**src/rtl/jk_toggle_monitor.sv**
```systemverilog
// jk_toggle_monitor: counts rising/falling transitions of a JK flop's q over a
// WIN-cycle window and reports both counts, plus sticky q==qbar and lost flags.
// Latency: q_in change at edge k counts at edge k+2 (sync) or edge k (no sync).
// Backpressure: counts held with cnt_valid until cnt_ready; edges seen meanwhile set lost.
//
// Ports:
//   clk, clr (sync active-low reset)  q_in, qbar_in (flop outputs)  en (run)
//   rise_cnt, fall_cnt, cnt_valid / cnt_ready (report handshake)  lost, err (sticky)
// Build option: define JK_TOGGLE_MONITOR_SYNC_EN to put 2-flop synchronizers on
// q_in/qbar_in when the observed flop runs on another or a gated clock.
module jk_toggle_monitor #(
  parameter int CNT_W = 8,
  parameter int WIN   = 16
) (
  input  logic             clk,
  input  logic             clr,
  input  logic             q_in,
  input  logic             qbar_in,
  input  logic             en,
  output logic [CNT_W-1:0] rise_cnt,
  output logic [CNT_W-1:0] fall_cnt,
  output logic             cnt_valid,
  input  logic             cnt_ready,
  output logic             lost,
  output logic             err
);

  localparam int WIN_W = (WIN > 1) ? $clog2(WIN) : 1;
  localparam logic [WIN_W-1:0] WIN_LAST = WIN_W'(WIN - 1);

  typedef enum logic [1:0] {
    IDLE   = 2'd0,
    COUNT  = 2'd1,
    REPORT = 2'd2
  } state_t;

  state_t           state;
  logic [WIN_W-1:0] win_cnt;
  logic             q_s;
  logic             qbar_s;
  logic             q_prev;
  logic             rise;
  logic             fall;

`ifdef JK_TOGGLE_MONITOR_SYNC_EN
  logic [1:0] q_sync;
  logic [1:0] qbar_sync;

  always_ff @(posedge clk) begin
    if (!clr) begin
      q_sync    <= '0;
      qbar_sync <= '0;
    end else begin
      q_sync    <= {q_sync[0], q_in};
      qbar_sync <= {qbar_sync[0], qbar_in};
    end
  end

  assign q_s    = q_sync[1];
  assign qbar_s = qbar_sync[1];
`else
  assign q_s    = q_in;
  assign qbar_s = qbar_in;
`endif

  // Edge detect against the previous sample; q_prev tracks in every state so
  // the first counted edge of a window compares against a real prior sample.
  assign rise = q_s & ~q_prev;
  assign fall = ~q_s & q_prev;

  always_ff @(posedge clk) begin
    if (!clr) begin
      state     <= IDLE;
      win_cnt   <= '0;
      rise_cnt  <= '0;
      fall_cnt  <= '0;
      q_prev    <= 1'b0;
      cnt_valid <= 1'b0;
      lost      <= 1'b0;
      err       <= 1'b0;
    end else begin
      q_prev <= q_s;
      case (state)
        IDLE: begin
          if (en) begin
            state    <= COUNT;
            win_cnt  <= '0;
            rise_cnt <= '0;
            fall_cnt <= '0;
          end
        end

        COUNT: begin
          // Illegal complementary pair is flagged even on an abort edge.
          if (q_s == qbar_s) begin
            err <= 1'b1;
          end
          if (!en) begin
            // Aborted window: the partial counts are meaningless, drop them.
            state    <= IDLE;
            win_cnt  <= '0;
            rise_cnt <= '0;
            fall_cnt <= '0;
          end else begin
            win_cnt <= win_cnt + 1'b1;
            if (rise && (rise_cnt != '1)) begin
              rise_cnt <= rise_cnt + 1'b1;
            end
            if (fall && (fall_cnt != '1)) begin
              fall_cnt <= fall_cnt + 1'b1;
            end
            if (win_cnt == WIN_LAST) begin
              state     <= REPORT;
              win_cnt   <= '0;
              cnt_valid <= 1'b1;
            end
          end
        end

        REPORT: begin
          if (rise || fall) begin
            lost <= 1'b1;
          end
          // cnt_valid is always high here, so cnt_ready alone completes it.
          if (cnt_ready) begin
            cnt_valid <= 1'b0;
            if (en) begin
              state    <= COUNT;
              win_cnt  <= '0;
              rise_cnt <= '0;
              fall_cnt <= '0;
            end else begin
              state <= IDLE;
            end
          end
        end

        default: begin
          state     <= IDLE;
          cnt_valid <= 1'b0;
        end
      endcase
    end
  end

endmodule

```
**config.mk**
```make
export PLATFORM = sky130hd
export DESIGN_NAME = jk_toggle_monitor
export DESIGN_NICKNAME = d
export VERILOG_FILES = /design/src/rtl/jk_toggle_monitor.sv
export SDC_FILE = /design/constraint.sdc
export NUM_CORES = 1
export LEC_CHECK = 0
export ABC_AREA = 1
export CAP_MARGIN = 20
export CORE_MARGIN = 2
export CORE_UTILIZATION = 50
export DETAILED_ROUTE_END_ITERATION = 7
export GPL_TIMING_DRIVEN = 0
export PLACE_DENSITY = 0.76
export SLEW_MARGIN = 30
export SYNTH_ARGS = -nofsm -noshare
export SYNTH_HDL_FRONTEND = slang
export SYNTH_SLANG_ARGS = --single-unit
```
**constraint.sdc**
```tcl
create_clock -name clk -period 2 [get_ports clk]
set_input_delay 0.4 -clock clk [delete_from_list [all_inputs] [get_ports clk]]
set_output_delay 0.4 -clock clk [all_outputs]
set_load 0.03 [all_outputs]
```
==> metrics.txt <==
# TYPE chip_impl_metric gauge
chip_impl_info{name="status",value="completed"} 1
chip_impl_metric{name="final_layout_size_suffix_gt1_share",unit="%"} 8.10
chip_impl_metric{name="ctsHtreeMaxLevel",unit=""} 1
chip_impl_metric{name="timing.final.hold_violations",unit=""} 0
chip_impl_metric{name="synth.yosys.warnings",unit=""} 0
chip_impl_metric{name="synth-xor-area-share",unit="%"} 0
chip_impl_metric{name="cts-buffers-inserted",unit=""} 3
chip_impl_metric{name="antennaDiodeCount",unit=""} 0
chip_impl_metric{name="synthMuxAreaShare",unit="%"} 0
chip_impl_info{name="path_class",value="flop to output pin"} 1
chip_impl_metric{name="hpwlAfterDp",unit="mm"} 2.26
chip_impl_metric{name="setup_violations",unit=""} 0
chip_impl_metric{name="critPathBufInv",unit=""} 1
chip_impl_metric{name="chipHeight",unit="µm"} 57.6
chip_impl_metric{name="synth-adder-area-share",unit="%"} 4.36
chip_impl_metric{name="synth.yosys.seq_area_share",unit="%"} 36.3
chip_impl_metric{name="port_buffers",unit=""} 24
chip_impl_info{name="hold_class",value="flop to flop"} 1
chip_impl_info{name="critPathLaunchType",value="flop"} 1
chip_impl_metric{name="fin_setup_tns",unit="ns"} 0
chip_impl_metric{name="clock_skew",unit="ns"} 0.00241
chip_impl_metric{name="rows",unit=""} 19
chip_impl_metric{name="synthSimpleGateAreaFrac",unit="%"} 36.0
chip_impl_metric{name="core_region_area",unit="µm²"} 2730
chip_impl_info{name="critical_path.cell_chain",value="clkdlybuf4s50_1"} 1
chip_impl_metric{name="synth.distinct_cells",unit=""} 26
chip_impl_metric{name="max_slew_margin",unit="%"} 71.0
chip_impl_metric{name="average_via_count_per_standard_cell",unit=""} 5.07
chip_impl_metric{name="power_frac_clock",unit="%"} 27.1
chip_impl_metric{name="layout_min_cycle_time",unit="ns"} 1.88
chip_impl_metric{name="place_congestion",unit=""} 0.822
chip_impl_info{name="clock_tree_from_tritoncts",value="done"} 1
chip_impl_metric{name="max_clock_freq",unit="MHz"} 531
chip_impl_metric{name="die_x",unit="µm"} 57.6
chip_impl_metric{name="grt_pass1_wl",unit="mm"} 5.03
chip_impl_metric{name="combPwrFrac",unit="%"} 18.1
chip_impl_metric{name="finalCoreUtilization",unit="%"} 64.0
chip_impl_metric{name="share_seq_of_total_power",unit="%"} 54.8
chip_impl_metric{name="syn-instance-count",unit=""} 219
chip_impl_metric{name="final_wl",unit="mm"} 2.97
chip_impl_metric{name="syn_avg_cell_area",unit="µm²"} 6.55
chip_impl_metric{name="synth.cell_area",unit="µm²"} 1440
chip_impl_metric{name="p_sw_share",unit="%"} 29.0
chip_impl_metric{name="p_leak",unit="µW"} 0.000653
chip_impl_metric{name="holdBufCountCts",unit=""} 0
chip_impl_metric{name="vdd.ir_drop.worst",unit="µV"} 412
chip_impl_metric{name="clock_tree_buf_depth",unit=""} 2
chip_impl_info{name="clock_tree.root_cell",value="sky130_fd_sc_hd__clkbuf_4"} 1
chip_impl_metric{name="fin_nets",unit=""} 259
chip_impl_metric{name="power_switching",unit="µW"} 291
chip_impl_metric{name="synth_fp_nets",unit=""} 230
chip_impl_info{name="critical_path.endpoint_type",value="output pin"} 1
chip_impl_metric{name="timing_worst_slew_pin_value",unit="ns"} 0.435
chip_impl_metric{name="synth-compound-area-share",unit="%"} 13.9
chip_impl_metric{name="finalMaxSlewViolations",unit=""} 0
chip_impl_metric{name="grt_remaining_overflow",unit=""} 0
chip_impl_metric{name="drc_viols",unit=""} 0
chip_impl_metric{name="numClockSinks",unit=""} 26
chip_impl_metric{name="total_via_count_after_detailed_routing",unit=""} 1410
chip_impl_info{name="synth_top_family_by_area",value="simple AND/OR/NAND/NOR gates"} 1
chip_impl_info{name="crit_path_top_delay_cell",value="sky130_fd_sc_hd__clkdlybuf4s50_1"} 1
chip_impl_metric{name="boundaryPins",unit=""} 25
chip_impl_info{name="family_with_the_most_delay_on_the_worst_path",value="buffers and inverters"} 1
chip_impl_metric{name="timing.reg2reg.setup_slack",unit="ns"} 0.47
chip_impl_metric{name="number_of_setup_buffers_added_after_cts",unit=""} 0
chip_impl_metric{name="power.total",unit="µW"} 1000
chip_impl_metric{name="detail_route.iter0.violations",unit=""} 47
chip_impl_metric{name="grt_max_degree",unit=""} 15
chip_impl_metric{name="via_count_of_the_first_global_routing_pass",unit=""} 1197
chip_impl_metric{name="initial_core_util",unit="%"} 52.5
chip_impl_metric{name="power_per_cell_area",unit="nW/µm²"} 573
chip_impl_metric{name="timing.critical_path.slowest_cell_delay",unit="ns"} 0.71
chip_impl_metric{name="critical_path_required",unit="ns"} 1.60
chip_impl_metric{name="power.internal",unit="µW"} 712
chip_impl_metric{name="final_min_period_over_clock_period",unit="%"} 94.1
chip_impl_metric{name="timing.max_cap.violations",unit=""} 0
chip_impl_metric{name="clock_latency",unit="ns"} 0.32
chip_impl_metric{name="worstPathArrival",unit="ns"} 1.48
chip_impl_metric{name="layout-area-overhead-vs-synth",unit="%"} 22.0
chip_impl_metric{name="post_route_ant_nets",unit=""} 0
chip_impl_metric{name="detail_route.wl_per_cell",unit="µm"} 10.7
chip_impl_metric{name="worst-path-max-fanout",unit=""} 6
chip_impl_metric{name="count_of_tritonroute_iterations_in_the_first_routing_pass",unit=""} 4
chip_impl_metric{name="clkTransAtPathRegs",unit="ns"} 0.14
chip_impl_metric{name="post_cts_resized",unit=""} 0
chip_impl_metric{name="synth_seq_cells",unit=""} 26
chip_impl_metric{name="number_of_antenna_violations_at_the_first_check_in_global_routing",unit=""} 0
chip_impl_metric{name="grt_use_total",unit="%"} 18.9
chip_impl_info{name="rsz_0062_raised_after_global_routing",value="false"} 1
chip_impl_metric{name="die_area",unit="µm²"} 3310
metrics by stage:
| step | hold WS [ns] | std cells | worst slack [ns] | area [µm²] |
|---|---|---|---|---|
| floorplan | 0.437 | 219 | 0.403 | 1440 |
| finish | 0.459 | 278 | 0.118 | 1750 |
| global route | 0.491 | 278 | 0.0561 | 1750 |
| CTS | 0.464 | 278 | 0.107 | 1750 |
| global placement | 0.440 | 274 | 0.0460 | 1710 |
| detailed placement | 0.443 | 274 | 0.0312 | 1710 |
registers in the layout (all words and copies together), names as in the netlist:
| signal | count |
|---|---|
| cnt_valid | 1 |
| err | 1 |
| fall_cnt | 8 |
| lost | 1 |
| q_prev | 1 |
| rise_cnt | 8 |
| state | 2 |
| win_cnt | 4 |
cells in the final DEF, fill, tap and decap left out:
master	synthesis	layout
sky130_fd_sc_hd__nor3b_1	1	1
sky130_fd_sc_hd__inv_1	27	27
sky130_fd_sc_hd__inv_2	3	3
sky130_fd_sc_hd__a31oi_1	1	1
sky130_fd_sc_hd__o21a_1	1	1
sky130_fd_sc_hd__a21oi_4	2	2
sky130_fd_sc_hd__clkdlybuf4s50_1	0	24
sky130_fd_sc_hd__nand3_2	1	1
sky130_fd_sc_hd__a211oi_1	1	1
sky130_fd_sc_hd__o21ai_1	9	9
sky130_fd_sc_hd__nand2_2	5	5
sky130_fd_sc_hd__clkbuf_1	1	1
sky130_fd_sc_hd__o21ai_0	2	2
sky130_fd_sc_hd__nor3_1	4	4
sky130_fd_sc_hd__nor2_1	31	31
sky130_fd_sc_hd__nand2_4	1	1
sky130_fd_sc_hd__clkbuf_4	0	3
sky130_fd_sc_hd__a21oi_1	18	18
sky130_fd_sc_hd__nand2_1	60	60
sky130_fd_sc_hd__clkinv_1	1	1
sky130_fd_sc_hd__nor2_2	1	1
sky130_fd_sc_hd__clkinv_4	1	1
sky130_fd_sc_hd__dfxtp_1	26	26
sky130_fd_sc_hd__nand4_1	1	1
sky130_fd_sc_hd__nand3_1	14	14
sky130_fd_sc_hd__clkbuf_8	0	1
sky130_fd_sc_hd__ha_1	5	5
sky130_fd_sc_hd__buf_4	1	1
sky130_fd_sc_hd__nor3b_2	1	1
per-layer routing:
metal | wire [µm] | up-vias | global-route usage, %
li1 | - | 749 | -
met1 | 1520 | 631 | 27.3
met2 | 1300 | 23 | 29.4
met3 | 93 | 7 | 2.04
met4 | 51 | 0 | 6.31
met5 | 0 | - | 0
worst paths after layout:
check / end / cells past startpoint / from
min: err / 2 / err
min reg2reg: err / 2 / err
max reg2reg: fall_cnt[0] / 9 / fall_cnt[0]
max: rise_cnt[4] / 1 / rise_cnt[4]
power groups by stage:
stage | clock network, µW | logic, µW | registers (µW)
2_1_floorplan | 0 | 102 | 581
3_3_place_gp | 0 | 180 | 561
3_5_place_dp | 0 | 182 | 561
4_1_cts | 284 | 182 | 550
5_1_grt | 302 | 198 | 553
6_report | 272 | 181 | 550
cell families (layout without fill, tap and decap cells):
kind of cell	Yosys count	in the layout
and+or+nand+nor	120	120
AOI/OAI and AO/OA	34	34
buffers and inverters	34	62
DFF	26	26
adders and majority gates	5	5
cell usage after synthesis:
master | count | share of area [%]
sky130_fd_sc_hd__nand3_2 | 1 | 0.70
sky130_fd_sc_hd__nand4_1 | 1 | 0.44
sky130_fd_sc_hd__nand3_1 | 14 | 4.9
sky130_fd_sc_hd__nor2_2 | 1 | 0.44
sky130_fd_sc_hd__nand2_2 | 5 | 2.2
sky130_fd_sc_hd__a21oi_4 | 2 | 2.3
sky130_fd_sc_hd__o21ai_0 | 2 | 0.70
sky130_fd_sc_hd__a21oi_1 | 18 | 6.3
sky130_fd_sc_hd__clkinv_4 | 1 | 0.61
sky130_fd_sc_hd__a211oi_1 | 1 | 0.52
sky130_fd_sc_hd__dfxtp_1 | 26 | 36
sky130_fd_sc_hd__inv_1 | 27 | 7.1
sky130_fd_sc_hd__a31oi_1 | 1 | 0.44
sky130_fd_sc_hd__nor3_1 | 4 | 1.4
sky130_fd_sc_hd__nand2_1 | 60 | 16
sky130_fd_sc_hd__o21a_1 | 1 | 0.52
sky130_fd_sc_hd__o21ai_1 | 9 | 3.1
sky130_fd_sc_hd__nor3b_2 | 1 | 0.87
sky130_fd_sc_hd__nor2_1 | 31 | 8.1
sky130_fd_sc_hd__buf_4 | 1 | 0.52
sky130_fd_sc_hd__nand2_4 | 1 | 0.78
sky130_fd_sc_hd__ha_1 | 5 | 4.4
sky130_fd_sc_hd__clkinv_1 | 1 | 0.26
sky130_fd_sc_hd__inv_2 | 3 | 0.78
sky130_fd_sc_hd__nor3b_1 | 1 | 0.52
sky130_fd_sc_hd__clkbuf_1 | 1 | 0.26
layout make-up:
type,count,area [µm²]
Fill cell,271,983
Tap cell,31,38.8
Buffer,2,11.3
Clock buffer,4,36.3
Multi-Input combinational cell,159,778
Sequential cell,26,520
Inverter,32,125
Timing Repair Buffer,24,240
worst min-delay path, cell delays in order, from the launching register on:
cell	delay, ns
sky130_fd_sc_hd__dfxtp_1	0.34
sky130_fd_sc_hd__inv_1	0.04
sky130_fd_sc_hd__a21oi_1	0.05
(Power assumes the default switching activity.)
==> RTL change 1, RTL diff (config.mk and constraints unchanged) <==
The parameter `CNT_W` goes from 8 to 7.
--- a/src/rtl/jk_toggle_monitor.sv
+++ b/src/rtl/jk_toggle_monitor.sv
@@ -11,3 +11,3 @@
 module jk_toggle_monitor #(
-  parameter int CNT_W = 8,
+  parameter int CNT_W = 7,
   parameter int WIN   = 16
Ports: changed (resized fall_cnt and rise_cnt); port bits go from 25 to 23. The function was not compared with the original's and may differ.
==> RTL change 1 against the unedited design <==
Cell area decreased by 5.9%. Setup slack got worse by 0.019 ns. Wire length decreased by 6.1%. Count of clock-buffer cells in the layout decreased by 1. Hold slack got worse by 0.058 ns. Total power decreased by 2.9%. Area after synthesis decreased by 6.1%. Clock power increased by 32%. Sequential cell count decreased by 2. Die area decreased by 5.7%. Highest routed layer unchanged.
==> RTL change 1: results (changes against the unedited design) <==
Placer Congestion 0.781 (-5.0%); Sequential Power Share 0.503 (-0.045); Post-Synthesis Mean Instance Area 7.79 um2 (+19%); routed length on met3 68 um (-27%); class of the tightest hold or removal check input pin to flip-flop; cells taking the most area after synthesis sky130_fd_sc_hd__dfxtp_1 (36%), sky130_fd_sc_hd__nand2_1 (7.2%), sky130_fd_sc_hd__nand3_1 (6.3%); status completed; detailed placer's ending HPWL 2.15 mm (-4.6%); detailed-route vias per instance 5.17 (+1.9%); all-layer global routing usage 0.197 (+0.00866); first-pass GRT wire length 5.02 mm (-0.28%); M1 WL 1.33 mm (-12%); GRT met2 Usage 0.338 (+0.0446); via count of the first global-routing pass 1,163 (-2.8%); VDD IR-drop max 432 uV (+4.9%); post-synth net total 184 (-20%); filler cell count 228 (-16%); post-placement cell count 224 (-18%); most frequent cells after synthesis sky130_fd_sc_hd__nand2_1 (26), sky130_fd_sc_hd__dfxtp_1 (24), sky130_fd_sc_hd__nor2_1 (19), sky130_fd_sc_hd__inv_1 (18), sky130_fd_sc_hd__nand3_1 (17); leakage 0.624 nW (-4.5%); met2 WL 1.35 mm (+3.7%); clock tree skew after final layout 0.00554 ns (+0.00314 ns); Detailed Route Iter0 Violations 34 (-28%); worst path arrival time 1.50 ns (+0.02 ns); Slew @ Worst Pin 0.596 ns (+0.161 ns); final cell count without fillers 228 (-18%); share of synthesized area occupied by flip-flops and latches 0.357 (-0.00614); Port Buffer Count 21 (-13%); met3 track demand over resource 0.0302 (+0.00982)
==> RTL change 1: changes by cell type in the layout (fill, tap and decap cells not counted), moves of 6 or more <==
cell	before	now
sky130_fd_sc_hd__nor2_1	31	19
sky130_fd_sc_hd__nand2_1	60	26
sky130_fd_sc_hd__o21ai_1	9	3
sky130_fd_sc_hd__inv_1	27	18
sky130_fd_sc_hd__a21oi_2	0	6
==> RTL change 1: kinds of logic (layout without fill, tap and decap cells) <==
group           Yosys count  after routing  synth area share
compound gates           31             31             0.153
xor+xnor                  2              2            0.0130
fa+ha+maj                 5              5            0.0464
buf+inv                  24             49            0.0696
flops                    24             24             0.357
simple gates             87             87             0.361
==> RTL change 1: cell type report <==
| class | instances | area, um2 | share of cell area |
|---|---|---|---|
| plain buffers | 2 | 8.76 | 0.00532 |
| clock buffers | 3 | 22.5 | 0.0137 |
| clock inverters | 1 | 30.0 | 0.0182 |
| inverters | 22 | 85.1 | 0.0516 |
| multi-input cells | 125 | 773 | 0.469 |
| flip-flops and latches | 24 | 480 | 0.292 |
| well taps | 30 | 37.5 | 0.0228 |
| repair buffers | 21 | 210 | 0.128 |
==> RTL change 1: final timing paths <==
kind,from,end,slack [ns],cells past startpoint
setup / recovery,rise_cnt[4]$_SDFFE_PN0P_,rise_cnt[4],0.1,1
hold / removal,clr,q_prev$_SDFF_PN0_,0.40,3
setup reg to reg,fall_cnt[0]$_SDFFE_PN0P_,fall_cnt[3]$_SDFFE_PN0P_,0.42,8
hold reg to reg,err$_SDFFE_PN0P_,err$_SDFFE_PN0P_,0.48,2
==> RTL change 1: metrics by stage <==
step | instance area [um2] | setup slack (ns)
after detailed placement | 1600 | 0.0820
after global routing | 1650 | 0.0371
after CTS | 1650 | 0.0937
final | 1650 | 0.0997
after floorplan | 1350 | 0.380
after global placement | 1600 | 0.130
==> RTL change 2, RTL diff (same settings) <==
Without the edit above. Put one more register stage on the output `err`, without a reset. The value now appears one clock later. The other outputs are not delayed to match.
--- a/src/rtl/jk_toggle_monitor.sv
+++ b/src/rtl/jk_toggle_monitor.sv
@@ -35,2 +35,4 @@
   } state_t;
+
+  logic err_s0;
 
@@ -79,3 +81,3 @@
       lost      <= 1'b0;
-      err       <= 1'b0;
+      err_s0    <= 1'b0;
     end else begin
@@ -95,3 +97,3 @@
           if (q_s == qbar_s) begin
-            err <= 1'b1;
+            err_s0 <= 1'b1;
           end
@@ -145,2 +147,6 @@
 
+  always_ff @(posedge clk) begin
+    err <= err_s0;
+  end
+
 endmodule
Formal check against the unedited RTL: not equivalent (Yosys sat finds a counterexample within 4 cycles, from zero or initial values).
==> RTL change 2 against the unedited design <==
Die area shrank 1.5%. Setup slack lost 0.013 ns. Cell count shrank 1.4%. Sequential cell count grew 1. Area after synthesis shrank 1.7%. Critical path type unchanged. Via count shrank 3.5%. Wire length shrank 1.9%. Cell area shrank 1.9%. Total power shrank 3.4%.
==> RTL change 2: results (changes against the unedited design) <==
status completed; post-synthesis instance total 215 (-1.8%); count of different cell masters after synthesis 23 (-12%); reg-to-reg slack, setup 0.37 ns (-0.10 ns); GRT met2 Usage 0.302 (+0.00830); first-pass GRT wire length 5.00 mm (-0.56%); launch point of the worst hold path err_s0$_SDFFE_PN0P_; share of synthesized area occupied by flip-flops and latches 0.383 (+0.0203); routed length on met3 87 um (-6.5%); clock tree skew after final layout 0.0156 ns (+0.0132 ns); biggest regs fall_cnt x8, rise_cnt x8, win_cnt x4; number of antenna diodes 0 (unchanged); pin count of the biggest net entering global routing 16 (+1); number of stages on the worst hold path 0 (-2); worst reg2reg path endpoint rise_cnt[3]$_SDFFE_PN0P_; reg-to-reg startpoint rise_cnt[1]$_SDFFE_PN0P_; via count 1,361 (-3.5%); latest clock arrival within the worst-skew pair 0.34 ns (+0.02 ns); all-layer global routing usage 0.195 (+0.00570); share of final-layout standard cells stronger than drive strength 1 0.0453 (-0.0357); Internal Power 0.000683 W (-4.1%); Largest delay share family, worst path buffers and inverters; met2 WL 1.22 mm (-6.2%); class of the tightest hold or removal check flip-flop to flip-flop; detailed-route vias per instance 4.97 (-2.1%); maximum single-stage delay on the critical path around 0.7 ns; Placer Congestion 0.773 (-5.9%); CTS root buf sky130_fd_sc_hd__clkbuf_4; M1 WL 1.55 mm (+2.0%); global-route track usage on met1 0.263 (-0.00981); cells taking the most area after synthesis sky130_fd_sc_hd__dfxtp_1 (38%), sky130_fd_sc_hd__nand2_1 (15%), sky130_fd_sc_hd__nor2_1 (9.6%); predominant post-synthesis flop cell sky130_fd_sc_hd__dfxtp_1; maximum level of the CTS H-tree 1 (unchanged); clock-pin slew of the registers on the worst-case setup and hold paths 0.16 ns (+0.02 ns); post-placement cell count 270 (-1.5%); most frequent cells after synthesis sky130_fd_sc_hd__nand2_1 (56), sky130_fd_sc_hd__nor2_1 (36), sky130_fd_sc_hd__dfxtp_1 (27), sky130_fd_sc_hd__inv_1 (27), sky130_fd_sc_hd__nand3_1 (17); met3 track demand over resource 0.0317 (+0.0113); leakage 0.641 nW (-1.8%); via count of the first global-routing pass 1,202 (+0.42%); DP Worst Slack -0.156 ns (-0.187 ns); total wirelength of the detailed-routed design 2.91 mm (-1.9%); Port Buffer Count 24 (unchanged); detailed placer's ending HPWL 2.21 mm (-2.2%); Slew @ Worst Pin 0.450 ns (+0.0150 ns); worst min-delay path endpoint err$_DFF_P_; post-synth net total 226 (-1.7%); number of search-and-repair iterations in the first detailed-routing pass 4 (unchanged); clock network fraction of design power 0.259 (-0.012); DR top layer met4; worst reg2reg path depth 10 (+1); power drawn by the sequential cells 0.000568 W (+3%); Total Nets Final 255 (-1.5%); smallest hold slack 0.365 ns (-0.0942 ns); VDD IR-drop max 533 uV (+30%); instance area after placement 1690 um2 (-1.4%)
[RTL change 2: cell types whose count changed in the layout (fill, tap and decap cells not counted), sizes merged, moves of 2 or more]
cell	delta
nand2	-8
nor2	+4
nand3	+3
a21oi	-2
[RTL change 2: area by class of cell]
type	count	area, um2
clock inverter	1	5.00
sequential	27	541
multi-input combinational	157	754
inverter	30	113
fill	269	992
tap	31	38.8
timing repair buffer	24	240
clock buffer	3	22.5
buffer	1	3.75
[RTL change 2: worst max path at each step]
| stage | start | end | slack, ns |
|---|---|---|---|
| after CTS | rise_cnt[4]$_SDFFE_PN0P_ | rise_cnt[4] | 0.09 |
| final | rise_cnt[5]$_SDFFE_PN0P_ | rise_cnt[5] | 0.11 |
| after global routing | rise_cnt[4]$_SDFFE_PN0P_ | rise_cnt[4] | 0.04 |
| after floorplan | rise_cnt[1]$_SDFFE_PN0P_ | rise_cnt[3]$_SDFFE_PN0P_ | 0.36 |
| after global placement | en | rise_cnt[4]$_SDFFE_PN0P_ | -0.16 |
| after detailed placement | en | rise_cnt[3]$_SDFFE_PN0P_ | -0.16 |
[RTL change 2: metrics by stage]
stage               utilization  TNS, ns  total power (W)
CTS                       0.634        0         0.000979
floorplan                     -        0         0.000675
detailed placement        0.624    -1.75         0.000730
finish                    0.634        0         0.000969
global route              0.634        0          0.00101
global placement          0.624    -1.97         0.000729
[RTL change 2: kinds of logic (layout without fill, tap and decap cells)]
logic type,count (synthesis),count (layout),share of synthesized area
buffers and inverters,31,59,0.0824
flip-flops,27,27,0.383
XOR/XNOR,1,1,0.00621
adder cells (fa/ha/maj),5,5,0.0443
AND/OR/NAND/NOR,118,118,0.350
AO/OA/AOI/OAI,33,33,0.134
